==> src/rtl/itcm_arbiter_if.sv <==
// Bus bundle between the fetch/load-store ports, the arbiter and the ITCM SRAM.
// slave modport: arbiter side. master modport: core + SRAM side.
interface itcm_arbiter_if #(
    parameter int unsigned ADDR_WIDTH = 16
);
    localparam int unsigned WORD_W = ADDR_WIDTH - 2;

    // Fetch port
    logic              if_req_i;
    logic [31:0]       if_addr_i;
    logic              if_gnt_o;
    logic              if_rvalid_o;
    logic [31:0]       if_rdata_o;
    logic              if_err_o;

    // Load-store port
    logic              ls_req_i;
    logic              ls_we_i;
    logic [31:0]       ls_addr_i;
    logic [31:0]       ls_wdata_i;
    logic [3:0]        ls_be_i;
    logic              ls_gnt_o;
    logic              ls_rvalid_o;
    logic [31:0]       ls_rdata_o;
    logic              ls_err_o;

    // Single-port SRAM
    logic              mem_en_o;
    logic [3:0]        mem_we_o;
    logic [WORD_W-1:0] mem_addr_o;
    logic [31:0]       mem_wdata_o;
    logic [31:0]       mem_rdata_i;

    modport slave (
        input  if_req_i, if_addr_i,
        output if_gnt_o, if_rvalid_o, if_rdata_o, if_err_o,
        input  ls_req_i, ls_we_i, ls_addr_i, ls_wdata_i, ls_be_i,
        output ls_gnt_o, ls_rvalid_o, ls_rdata_o, ls_err_o,
        output mem_en_o, mem_we_o, mem_addr_o, mem_wdata_o,
        input  mem_rdata_i
    );

    modport master (
        output if_req_i, if_addr_i,
        input  if_gnt_o, if_rvalid_o, if_rdata_o, if_err_o,
        output ls_req_i, ls_we_i, ls_addr_i, ls_wdata_i, ls_be_i,
        input  ls_gnt_o, ls_rvalid_o, ls_rdata_o, ls_err_o,
        input  mem_en_o, mem_we_o, mem_addr_o, mem_wdata_o,
        output mem_rdata_i
    );
endinterface

==> src/rtl/itcm_arbiter.sv <==
// ITCM arbiter: shares one single-port SRAM between instruction fetch and
// load-store. Combinational grants, fixed 1-cycle response, load-store wins by
// default. Optional fetch aging enabled with macro ITCM_ARB_AGING_EN.
module itcm_arbiter #(
    parameter int unsigned ADDR_WIDTH = 16,
    parameter int unsigned MAX_WAIT   = 4
) (
    input  logic           clk,
    input  logic           rst,
    itcm_arbiter_if.slave  bus
);
    localparam int unsigned WORD_W = ADDR_WIDTH - 2;
    localparam int unsigned CNT_W  = $clog2(MAX_WAIT + 1);

    typedef enum logic [2:0] {
        RSP_NONE   = 3'd0,
        RSP_IF     = 3'd1,
        RSP_LS     = 3'd2,
        RSP_IF_ERR = 3'd3,
        RSP_LS_ERR = 3'd4
    } rsp_state_e;

    rsp_state_e state_q, state_d;
    logic       ls_wr_q, ls_wr_d;
    logic       if_gnt, ls_gnt;
    logic       if_ok, ls_ok;
    logic       force_if;

    // Access is legal only inside the ITCM window and word aligned
    function automatic logic addr_ok(input logic [31:0] a);
        return ((a >> ADDR_WIDTH) == 32'd0) && (a[1:0] == 2'b00);
    endfunction

    assign if_ok = addr_ok(bus.if_addr_i);
    assign ls_ok = addr_ok(bus.ls_addr_i);

`ifdef ITCM_ARB_AGING_EN
    logic [CNT_W-1:0] wait_q;

    // Count consecutive denied fetch cycles, saturating at MAX_WAIT
    always_ff @(posedge clk) begin
        if (rst) begin
            wait_q <= '0;
        end else if (!bus.if_req_i || if_gnt) begin
            wait_q <= '0;
        end else if (wait_q != CNT_W'(MAX_WAIT)) begin
            wait_q <= wait_q + CNT_W'(1);
        end
    end

    assign force_if = (wait_q == CNT_W'(MAX_WAIT)) && bus.if_req_i;
`else
    assign force_if = 1'b0;
`endif

    // Arbitration and SRAM request for the winning port
    always_comb begin
        ls_gnt          = 1'b0;
        if_gnt          = 1'b0;
        bus.mem_en_o    = 1'b0;
        bus.mem_we_o    = 4'b0000;
        bus.mem_addr_o  = '0;
        bus.mem_wdata_o = 32'd0;
        if (!rst) begin
            ls_gnt = bus.ls_req_i && !force_if;
            if_gnt = bus.if_req_i && !ls_gnt;
            if (ls_gnt && ls_ok) begin
                bus.mem_en_o   = 1'b1;
                bus.mem_addr_o = WORD_W'(bus.ls_addr_i[ADDR_WIDTH-1:2]);
                if (bus.ls_we_i) begin
                    bus.mem_we_o    = bus.ls_be_i;
                    bus.mem_wdata_o = bus.ls_wdata_i;
                end
            end else if (if_gnt && if_ok) begin
                bus.mem_en_o   = 1'b1;
                bus.mem_addr_o = WORD_W'(bus.if_addr_i[ADDR_WIDTH-1:2]);
            end
        end
    end

    assign bus.if_gnt_o = if_gnt;
    assign bus.ls_gnt_o = ls_gnt;

    // Response state register
    always_ff @(posedge clk) begin
        if (rst) begin
            state_q <= RSP_NONE;
            ls_wr_q <= 1'b0;
        end else begin
            state_q <= state_d;
            ls_wr_q <= ls_wr_d;
        end
    end

    // Next response is decided by this cycle's grant
    always_comb begin
        state_d = RSP_NONE;
        ls_wr_d = 1'b0;
        if (ls_gnt) begin
            state_d = ls_ok ? RSP_LS : RSP_LS_ERR;
            ls_wr_d = bus.ls_we_i && ls_ok;
        end else if (if_gnt) begin
            state_d = if_ok ? RSP_IF : RSP_IF_ERR;
        end
    end

    // Response outputs; rdata stays zero unless a read response is valid
    always_comb begin
        bus.if_rvalid_o = 1'b0;
        bus.if_rdata_o  = 32'd0;
        bus.if_err_o    = 1'b0;
        bus.ls_rvalid_o = 1'b0;
        bus.ls_rdata_o  = 32'd0;
        bus.ls_err_o    = 1'b0;
        if (!rst) begin
            case (state_q)
                RSP_IF: begin
                    bus.if_rvalid_o = 1'b1;
                    bus.if_rdata_o  = bus.mem_rdata_i;
                end
                RSP_LS: begin
                    bus.ls_rvalid_o = 1'b1;
                    bus.ls_rdata_o  = ls_wr_q ? 32'd0 : bus.mem_rdata_i;
                end
                RSP_IF_ERR: begin
                    bus.if_rvalid_o = 1'b1;
                    bus.if_err_o    = 1'b1;
                end
                RSP_LS_ERR: begin
                    bus.ls_rvalid_o = 1'b1;
                    bus.ls_err_o    = 1'b1;
                end
                default: ;
            endcase
        end
    end
endmodule

==> src/flat_wrapper.sv <==
// flat-port wrapper written by rule: the top's interface ports become plain ports
module itcm_arbiter_flat 
#(
    parameter int unsigned ADDR_WIDTH = 16,
    parameter int unsigned MAX_WAIT   = 4
)
  (clk, rst, bus_if_req_i, bus_if_addr_i, bus_if_gnt_o, bus_if_rvalid_o, bus_if_rdata_o, bus_if_err_o, bus_ls_req_i, bus_ls_we_i, bus_ls_addr_i, bus_ls_wdata_i, bus_ls_be_i, bus_ls_gnt_o, bus_ls_rvalid_o, bus_ls_rdata_o, bus_ls_err_o, bus_mem_en_o, bus_mem_we_o, bus_mem_addr_o, bus_mem_wdata_o, bus_mem_rdata_i);
  itcm_arbiter_if #(.ADDR_WIDTH(ADDR_WIDTH)) bus_i ();
  input  logic clk;
  input  logic rst;
  input wire logic [$bits(bus_i.if_req_i)-1:0] bus_if_req_i;
  input wire logic [$bits(bus_i.if_addr_i)-1:0] bus_if_addr_i;
  output wire logic [$bits(bus_i.if_gnt_o)-1:0] bus_if_gnt_o;
  output wire logic [$bits(bus_i.if_rvalid_o)-1:0] bus_if_rvalid_o;
  output wire logic [$bits(bus_i.if_rdata_o)-1:0] bus_if_rdata_o;
  output wire logic [$bits(bus_i.if_err_o)-1:0] bus_if_err_o;
  input wire logic [$bits(bus_i.ls_req_i)-1:0] bus_ls_req_i;
  input wire logic [$bits(bus_i.ls_we_i)-1:0] bus_ls_we_i;
  input wire logic [$bits(bus_i.ls_addr_i)-1:0] bus_ls_addr_i;
  input wire logic [$bits(bus_i.ls_wdata_i)-1:0] bus_ls_wdata_i;
  input wire logic [$bits(bus_i.ls_be_i)-1:0] bus_ls_be_i;
  output wire logic [$bits(bus_i.ls_gnt_o)-1:0] bus_ls_gnt_o;
  output wire logic [$bits(bus_i.ls_rvalid_o)-1:0] bus_ls_rvalid_o;
  output wire logic [$bits(bus_i.ls_rdata_o)-1:0] bus_ls_rdata_o;
  output wire logic [$bits(bus_i.ls_err_o)-1:0] bus_ls_err_o;
  output wire logic [$bits(bus_i.mem_en_o)-1:0] bus_mem_en_o;
  output wire logic [$bits(bus_i.mem_we_o)-1:0] bus_mem_we_o;
  output wire logic [$bits(bus_i.mem_addr_o)-1:0] bus_mem_addr_o;
  output wire logic [$bits(bus_i.mem_wdata_o)-1:0] bus_mem_wdata_o;
  input wire logic [$bits(bus_i.mem_rdata_i)-1:0] bus_mem_rdata_i;
  assign bus_i.if_req_i = bus_if_req_i;
  assign bus_i.if_addr_i = bus_if_addr_i;
  assign bus_if_gnt_o = bus_i.if_gnt_o;
  assign bus_if_rvalid_o = bus_i.if_rvalid_o;
  assign bus_if_rdata_o = bus_i.if_rdata_o;
  assign bus_if_err_o = bus_i.if_err_o;
  assign bus_i.ls_req_i = bus_ls_req_i;
  assign bus_i.ls_we_i = bus_ls_we_i;
  assign bus_i.ls_addr_i = bus_ls_addr_i;
  assign bus_i.ls_wdata_i = bus_ls_wdata_i;
  assign bus_i.ls_be_i = bus_ls_be_i;
  assign bus_ls_gnt_o = bus_i.ls_gnt_o;
  assign bus_ls_rvalid_o = bus_i.ls_rvalid_o;
  assign bus_ls_rdata_o = bus_i.ls_rdata_o;
  assign bus_ls_err_o = bus_i.ls_err_o;
  assign bus_mem_en_o = bus_i.mem_en_o;
  assign bus_mem_we_o = bus_i.mem_we_o;
  assign bus_mem_addr_o = bus_i.mem_addr_o;
  assign bus_mem_wdata_o = bus_i.mem_wdata_o;
  assign bus_i.mem_rdata_i = bus_mem_rdata_i;
  itcm_arbiter #(.ADDR_WIDTH(ADDR_WIDTH), .MAX_WAIT(MAX_WAIT)) u_core (.clk(clk), .rst(rst), .bus(bus_i));
endmodule
==> config.mk <==
export PLATFORM = sky130hd
export DESIGN_NAME = itcm_arbiter_flat
export DESIGN_NICKNAME = d
export VERILOG_FILES = /design/src/rtl/itcm_arbiter_if.sv /design/src/rtl/itcm_arbiter.sv /design/src/flat_wrapper.sv
export SDC_FILE = /design/constraint.sdc
export NUM_CORES = 1
export LEC_CHECK = 0
export ABC_AREA = 1
export CAP_MARGIN = 20
export CORE_AREA = 2 2 101 103
export CTS_CLUSTER_DIAMETER = 80
export DETAILED_ROUTE_END_ITERATION = 6
export DIE_AREA = 0 0 103 105
export MAX_ROUTING_LAYER = met4
export SLEW_MARGIN = 40
export SYNTH_ARGS = -nofsm -noshare
export SYNTH_HDL_FRONTEND = slang
export SYNTH_SLANG_ARGS = --single-unit
==> constraint.sdc <==
create_clock -name clk -period 4.49 [get_ports clk]
set_input_delay 1.1225 -clock clk [delete_from_list [all_inputs] [get_ports clk]]
set_output_delay 1.1225 -clock clk [all_outputs]
set_load 0.02 [all_outputs]
Word-level counts from Yosys, hierarchy flattened
Cells that the tools add are included.

Eq/ne operators: 4. Muxes and demuxes: 31. Bitwise gates (word level): 1. Reductions and logical operators: 14.

Operators by type and width (count): $mux 32 (8); $logic_not 32->1 (2); $mux 14 (3); $mux 1 (13); $mux 4 (3); $eq 3x2->1 const B (2); $logic_and 1x1->1 (6); $mux 3 (2); $reduce_or 2->1 (3); $logic_not 2->1 (2); $mux 2 (2); $eq 3x1->1 const B (1); $eq 3x3->1 const B (1); $logic_not 1->1 (1); $not 1->1 (1).

Bits in registers: 4. Output and inout port bits: 121. Logic and storage cells: 52.

Logic depth before layout (Yosys ltp)
Gate-level depths: netlist of run 1.

Word-level depth: 6. Depth in mapped cells: 8. Mapped depth without buffers: 7.

Least setup slack after synthesis of run 1
OpenSTA, ideal clock, no wires.

Path kind: in2out. Start point: in bus_ls_addr_i[17]. End point: out bus_mem_wdata_o[10]. Arrival: 2.240 ns. Data required time: 3.368 ns. Setup slack: 1.127 ns. Stages on the path: 5. Path buffers: 1. Cells stage by stage: or2_1 > nor2_2 > nand4_2 > buf_2 > nor3_1.

Word-level cells in the longest chain between the ends: 5.

RTL lines: start: declaration (line flat_wrapper.sv:19) `input wire logic [$bits(bus_i.ls_addr_i)-1:0] bus_ls_addr_i;`; $logic_not 32->1 (line itcm_arbiter.sv:31) `return ((a >> ADDR_WIDTH) == 32'd0) && (a[1:0] == 2'b00);`; $logic_and 1x1->1 (line itcm_arbiter.sv:31); $logic_and 1x1->1 (line itcm_arbiter.sv:67) `if (ls_gnt && ls_ok) begin`; $mux 32 (line itcm_arbiter.sv:67); $mux 32 (line itcm_arbiter.sv:64) `if (!rst) begin`; end: declaration (line flat_wrapper.sv:29) `output wire logic [$bits(bus_i.mem_wdata_o)-1:0] bus_mem_wdata_o;`.

No other way between the ends.

Worst setup path after layout of run 1
Start point: in bus_ls_addr_i[17]. End point: out bus_mem_wdata_o[7].

The elaborated chain is that of the path after synthesis.

==> results.sh, run 1 <==
export IMPL_status="completed"
export IMPL_worst_pin_slew_ns=0.789
export IMPL_groute_usage_overall_pct=14.3
export IMPL_power_leakage_nw=1.79
export IMPL_drt_wl_total_mm=8.37
export IMPL_grt_pass1_vias=2636
export IMPL_cts_buffers=3
export IMPL_critPathLaunchType="primary input"
export IMPL_dieArea_mm2=0.0108
export IMPL_ant_nets=0
export IMPL_cpPeakStageDelay_ns=0.66
export IMPL_gp_congestion=0.843
export IMPL_swShare_pct=30.7
export IMPL_p_seq_share_pct=11.7
export IMPL_coreArea_mm2=0.00964
export IMPL_endpoint_kind="output pin"
export IMPL_vias=2762
export IMPL_crit_type="primary input to output pin"
export IMPL_dp_hpwl_mm=7.10
export IMPL_io_buffers=257
export IMPL_drv_cap=0
export IMPL_p_int_w=0.000225
export IMPL_root_buffer="clkbuf_8"
export IMPL_p_sw_w=0.0000997
export IMPL_crit_cells=7
export IMPL_timing_critical_path_slowest_stage_cell="clkdlybuf4s50_1"
export IMPL_slew_headroom_pct=47.4
export IMPL_die_h_um=105
export IMPL_crit_family="buffers and inverters"
export IMPL_min_from="rst"
export IMPL_grt_first_pass_wirelength_mm=12.3
export IMPL_post_route_period_util_pct=95.1
export IMPL_synthDistinctLibCells=21
export IMPL_synth_nets=437
export IMPL_finalSetupViolations=0
export IMPL_cts_sinks=4
export IMPL_cts_tree="yes"
export IMPL_crit_required_ns=3.37
export IMPL_wl_per_cell_um=12.4
export IMPL_cp_data_arrival_time_ns=3.15
export IMPL_io_pins=258
export IMPL_first_pass_iters=5
export IMPL_comb_power_share_pct=65.5
export IMPL_ys_seq_elements=4
export IMPL_syn_area_mm2=0.00165
export IMPL_crit_fanout=33
export IMPL_area_growth_pct=163
export IMPL_ys_seq_area_share_pct=4.85
export IMPL_grt_overflow_total=0
export IMPL_rsz0062_at_grt="no"
export IMPL_post_route_drc_count=0
export IMPL_hold_viol=0
export IMPL_drive_above_1_share_pct=10.4
export IMPL_die_w_um=103
export IMPL_critPathMostFrequentCell="clkdlybuf4s50_1"
export IMPL_drtIter0Drc=102
export IMPL_rows=36
export IMPL_p_per_area_mw_per_mm2=74.8
export IMPL_initial_core_util_pct=17.1
export IMPL_synth_area_per_cell_um2=5.51
export IMPL_grt_max_degree=67
export IMPL_slew_violations=0
export IMPL_hp_class="primary input to register"
export IMPL_ir_drop_uv=55.9
export IMPL_routed_via_density=4.10
export IMPL_seq_area_um2=80.1
export IMPL_fin_tns_setup_ns=0
export IMPL_htreeDepth=1
export IMPL_path_cells="clkdlybuf4s50_1 -> or2_1 -> nor2_2 -> nand4_2 -> buf_12 -> nor3_1 -> clkdlybuf4s50_1"
export IMPL_antenna_found_initial=0
export IMPL_max_freq_mhz=234
export IMPL_min_delay_path_depth=4
export IMPL_diodes=0
export IMPL_cts_clk_slew_worst_paths_ns=0.03
export IMPL_multi_input_area_mm2=0.00112
export IMPL_yosysWarnings=0
export IMPL_nets=679
export IMPL_finalCriticalPeriod_ns=4.27
export IMPL_syn_inst=300
export IMPL_cp_num_buf_inv=3
export IMPL_fillers=1007
export IMPL_hold_buffers=0
export IMPL_hold_end="u_core.state_q[0]$_SDFF_PP0_"
export IMPL_total_power_w=0.000324
export IMPL_clkPwrFrac_pct=22.8
export IMPL_clockBufferDepth=2
==> registers in the layout (all words and copies together) (netlist names) <==
name            flops
u_core.ls_wr_q      1
u_core.state_q      3
==> power groups by stage <==
stage | sequential [W] | combinational, W | clock, W
2_1_floorplan | 0.0000381 | 0.0000720 | 0
3_3_place_gp | 0.0000383 | 0.000212 | 0
3_5_place_dp | 0.0000383 | 0.000214 | 0
4_1_cts | 0.0000379 | 0.000215 | 0.0000768
5_1_grt | 0.0000380 | 0.000230 | 0.0000804
6_report | 0.0000379 | 0.000212 | 0.0000741
==> kinds of logic after synthesis <==
group | share of synthesized area [%]
AO/OA/AOI/OAI | 0.909
buffers and inverters | 27.7
flip-flops | 4.85
AND/OR/NAND/NOR | 66.6
==> cell usage after synthesis <==
library cell,number,area share [%]
dfxtp_1,4,4.8
nor4_1,1,0.38
nand4_2,1,0.76
nor3_2,37,22
buf_1,7,1.6
or2_1,2,0.76
clkbuf_1,4,0.91
nand3_1,30,9.1
nand4_1,1,0.38
nand2_1,24,5.5
nor2_2,2,0.76
buf_6,7,4.8
inv_1,78,18
and2_1,1,0.38
o21ai_0,3,0.91
inv_2,1,0.23
nor2_4,2,1.4
buf_2,8,2.4
and2_0,1,0.38
nor2_1,21,4.8
nor3_1,65,20
==> cell type report <==
class,instances,area share [%]
repair buffers,263,60.7
multi-input cells,191,25.8
inverters,79,6.83
well taps,133,3.84
flip-flops and latches,4,1.85
clock buffers,3,0.952
==> per-stage QoR <==
| step | util (%) | hold slack, ns | cell area (µm²) | setup WS (ns) | std cells |
|---|---|---|---|---|---|
| final | 45.0 | 1.31 | 4340 | 0.220 | 673 |
| after global routing | 45.0 | 1.37 | 4340 | 0.0208 | 673 |
| after CTS | 44.8 | 1.32 | 4320 | 0.177 | 672 |
| after detailed placement | 44.4 | 1.54 | 4280 | 0.200 | 669 |
| after global placement | 44.3 | 1.55 | 4270 | 0.220 | 669 |
| after floorplan | - | 1.29 | 1650 | 1.13 | 300 |
==> worst max-delay path by stage <==
stage / startpoint / end / slack [ns]
final: bus_ls_addr_i[17] / bus_mem_wdata_o[7] / 0.22
after global routing: bus_ls_addr_i[25] / bus_mem_wdata_o[4] / 0.02
after global placement: bus_ls_addr_i[17] / bus_mem_wdata_o[5] / 0.22
after detailed placement: bus_ls_addr_i[25] / bus_mem_addr_o[5] / 0.20
after floorplan: bus_ls_addr_i[17] / bus_mem_wdata_o[10] / 1.13
after CTS: bus_ls_addr_i[25] / bus_mem_addr_o[5] / 0.18
==> per-layer routing <==
metal  track usage (%)  wire [µm]
met1              15.3       3150
met3              2.61        833
met2              26.7       4310
met5                 -          0
met4              3.38         79
==> what timing repair did <==
action,CTS,global route
buffers inserted,0,1
endpoints found under the setup margin,0,1
gates resized for setup,0,0
==> layout by cell type (no fill, tap or decap), types with 2 or more instances in the layout <==
master / synthesis / layout
nand3_1: 30 / 30
nor2_4: 2 / 2
nand2_1: 24 / 23
nor3_2: 37 / 37
nor2_1: 21 / 21
clkbuf_8: 0 / 3
inv_1: 78 / 78
nor2_2: 2 / 2
buf_4: 0 / 5
o21ai_0: 3 / 3
clkdlybuf4s50_1: 0 / 255
dfxtp_1: 4 / 4
buf_12: 0 / 2
nor3_1: 65 / 65
Note: power is estimated with default switching activity, not from simulation.
==> run 2, diff against run 1 <==
--- a/config.mk
+++ b/config.mk
@@ -5,13 +5,17 @@
 export SDC_FILE = /design/constraint.sdc
 export NUM_CORES = 1
 export LEC_CHECK = 0
-export ABC_AREA = 1
 export CAP_MARGIN = 20
-export CORE_AREA = 2 2 101 103
+export CELL_PAD_IN_SITES_DETAIL_PLACEMENT = 0
+export CELL_PAD_IN_SITES_GLOBAL_PLACEMENT = 1
+export CORE_ASPECT_RATIO = 2
+export CORE_MARGIN = 1
+export CORE_UTILIZATION = 11
+export CTS_BUF_LIST = sky130_fd_sc_hd__clkbuf_8 sky130_fd_sc_hd__clkbuf_16
 export CTS_CLUSTER_DIAMETER = 80
 export DETAILED_ROUTE_END_ITERATION = 6
-export DIE_AREA = 0 0 103 105
 export MAX_ROUTING_LAYER = met4
+export PLACE_DENSITY_LB_ADDON = 0.1
 export SLEW_MARGIN = 40
 export SYNTH_ARGS = -nofsm -noshare
 export SYNTH_HDL_FRONTEND = slang
==> run 2 against run 1 <==
Against the previous run:
- maximum frequency shrank 2.9%
- non-clock buffer count is 1 higher
- via count decreased by 13%
- combinational power decreased by 9.4%
- sequential share of layout area up 0.058 points
- worst hold slack better by 0.19 ns
- power grew 13%
- sequential power rose by 1%
- final cell count fell by 10%
- core utilization down 8.0 points
- critical path type unchanged
- largest power group unchanged
==> results.sh, run 2 <==
export IMPL_syn_inst=215
export IMPL_max_freq_mhz=227
export IMPL_post_cts_buffers=0
export IMPL_largest_register="u_core.state_q"
export IMPL_routed_via_density=3.99
export IMPL_cts_tree="yes"
export IMPL_root_buffer="clkbuf_16"
export IMPL_coreArea_mm2=0.0114
export IMPL_drive_above_1_share_pct=3.25
export IMPL_cts_resized_gates=0
export IMPL_hold_viol=0
export IMPL_fillers=1172
export IMPL_yosysWarnings=0
export IMPL_initial_core_util_pct=11.4
export IMPL_synth_top_cells_by_area="nor2_1 (19%), and2_1 (18%), nand2b_1 (15%), a32o_1 (11%), and2_0 (6.3%)"
export IMPL_p_per_area_mw_per_mm2=87.4
export IMPL_dpl_cell_count=600
export IMPL_post_route_drc_count=0
export IMPL_power_leakage_nw=2.27
export IMPL_grt_overflow_total=0
export IMPL_slew_violations=0
export IMPL_ir_drop_uv=90.1
export IMPL_synth_area_per_cell_um2=6.02
export IMPL_grt_first_pass_wirelength_mm=12.3
export IMPL_groute_usage_overall_pct=13.6
export IMPL_first_pass_iters=4
export IMPL_gp_congestion=0.778
export IMPL_reg_top3="u_core.state_q: 3 flops, u_core.ls_wr_q: 1 flops"
export IMPL_rows=55
export IMPL_synth_edff_count=0
export IMPL_worst_pin_slew_ns=0.733
export IMPL_crit_fanout=8
export IMPL_finalCriticalPeriod_ns=4.40
export IMPL_diodes=0
export IMPL_cpPeakStageDelay_ns=0.60
export IMPL_fin_tns_setup_ns=0
export IMPL_syn_area_mm2=0.00129
export IMPL_synth_nets=352
export IMPL_synthDistinctLibCells=30
export IMPL_io_buffers=257
export IMPL_hold_buffers=0
export IMPL_ys_seq_area_share_pct=6.18
export IMPL_synth_most_common_cell="nor2_1"
export IMPL_area_growth_pct=225
export IMPL_htreeDepth=1
export IMPL_dp_hpwl_mm=7.16
export IMPL_critPathLaunchType="primary input"
export IMPL_die_w_um=78.7
export IMPL_ys_top_cells_by_count="nor2_1 (65), and2_1 (38), nand2b_1 (32), a32o_1 (14)"
export IMPL_synth_main_ff_cell="dfxtp_1"
export IMPL_cp_data_arrival_time_ns=3.28
export IMPL_die_h_um=155
export IMPL_clockBufferDepth=2
export IMPL_crit_required_ns=3.37
export IMPL_ant_nets=0
export IMPL_cts_clk_slew_worst_paths_ns=0.03
export IMPL_timing_critical_path_slowest_stage_cell="clkdlybuf4s50_1"
export IMPL_io_pins=258
export IMPL_dieArea_mm2=0.0122
export IMPL_drv_cap=0
export IMPL_netlist_area_leader_share_pct=18.8
export IMPL_path_cells="clkdlybuf4s50_1 -> or4_1 -> nor3_1 -> and4_1 -> buf_4 -> a32o_1 -> clkdlybuf4s50_1"
export IMPL_post_route_period_util_pct=97.9
export IMPL_cts_buffers=3
export IMPL_cts_sinks=4
export IMPL_antenna_found_initial=0
export IMPL_stdcell_count=603
export IMPL_slew_headroom_pct=51.1
export IMPL_vias=2404
export IMPL_hp_class="primary input to register"
export IMPL_critPathMostFrequentCell="clkdlybuf4s50_1"
export IMPL_wl_per_cell_um=14.0
export IMPL_rsz0062_at_grt="no"
export IMPL_post_route_util_pct=37.0
export IMPL_finalSetupViolations=0
export IMPL_ys_async_sr_fraction_pct=0
export IMPL_drt_wl_total_mm=8.46
export IMPL_final_cell_mix="clkdlybuf4s50_1 (212), nor2_1 (65), dlymetal6s2s_1 (45)"
export IMPL_ys_seq_elements=4
export IMPL_crit_type="primary input to output pin"
export IMPL_grt_max_degree=38
export IMPL_status="completed"
export IMPL_grt_pass1_vias=2385
export IMPL_nets=600
export IMPL_drtIter0Drc=45
export IMPL_endpoint_kind="output pin"
export IMPL_hold_ws_ns=1.50
export IMPL_final_common_cell="clkdlybuf4s50_1"
export IMPL_yosysTopAreaCell="nor2_1"
export IMPL_largest_reg_flops=3
-- run 2: cell count changes after synthesis, moves of 12 or more --
cell      delta
inv_1       -77
nor3_1      -63
nor2_1      +44
and2_1      +37
nor3_2      -37
nand2b_1    +32
nand3_1     -29
nand2_1     -22
a32o_1      +14
and2_0      +12
-- run 2: where the power goes --
group / internal (W) / switching (W)
Sequential: 0.0000370 / 0.00000135
Combinational: 0.000134 / 0.0000585
Clock: 0.000114 / 0.0000235
Total: 0.000284 / 0.0000833
-- run 2: per-layer routing --
metal | track usage, % | routed length, µm | vias up
met4 | 4.06 | 157 | 0
met5 | - | 0 | -
met2 | 27.6 | 4910 | 174
li1 | - | - | 1195
met3 | 2.46 | 811 | 8
met1 | 12.3 | 2590 | 1027
-- run 2: critical path, delay by kind of cell --
kind,cells,cell delay [ns]
buffers and inverters,3,1.19
and+or+nand+nor,3,0.82
AOI/OAI and AO/OA,1,0.13
-- run 2: worst paths after layout --
check / from / endpoint / slack, ns / cells after the start
hold / removal: bus_if_req_i / u_core.state_q[0]$_SDFF_PP0_ / 1.50 / 2
setup / recovery: bus_if_addr_i[20] / bus_mem_addr_o[13] / 0.09 / 7
-- run 2: final cells by class --
class / instances / area (µm²) / area share (%)
sequential: 4 / 80.1 / 1.90
multi-input combinational: 189 / 1110 / 26.3
inverter: 1 / 3.75 / 0.0892
timing repair buffer: 264 / 2760 / 65.7
tap: 142 / 178 / 4.22
clock buffer: 3 / 75.1 / 1.78
-- run 2: through the flow --
stage          setup slack, ns  cell area, µm²  power [W]
2_1_floorplan            0.973            1290  0.0000872
4_1_cts                 0.0652            4090   0.000373
3_3_place_gp            0.0176            4010   0.000232
5_1_grt               0.000917            4210   0.000388
6_report                0.0922            4210   0.000368
3_5_place_dp            0.0650            4010   0.000233
-- run 2: kinds of logic after synthesis --
family	synth area share, %
AO/OA/AOI/OAI	12.2
flip-flops	6.18
AND/OR/NAND/NOR	72.3
buffers and inverters	8.70
XOR/XNOR	0.676
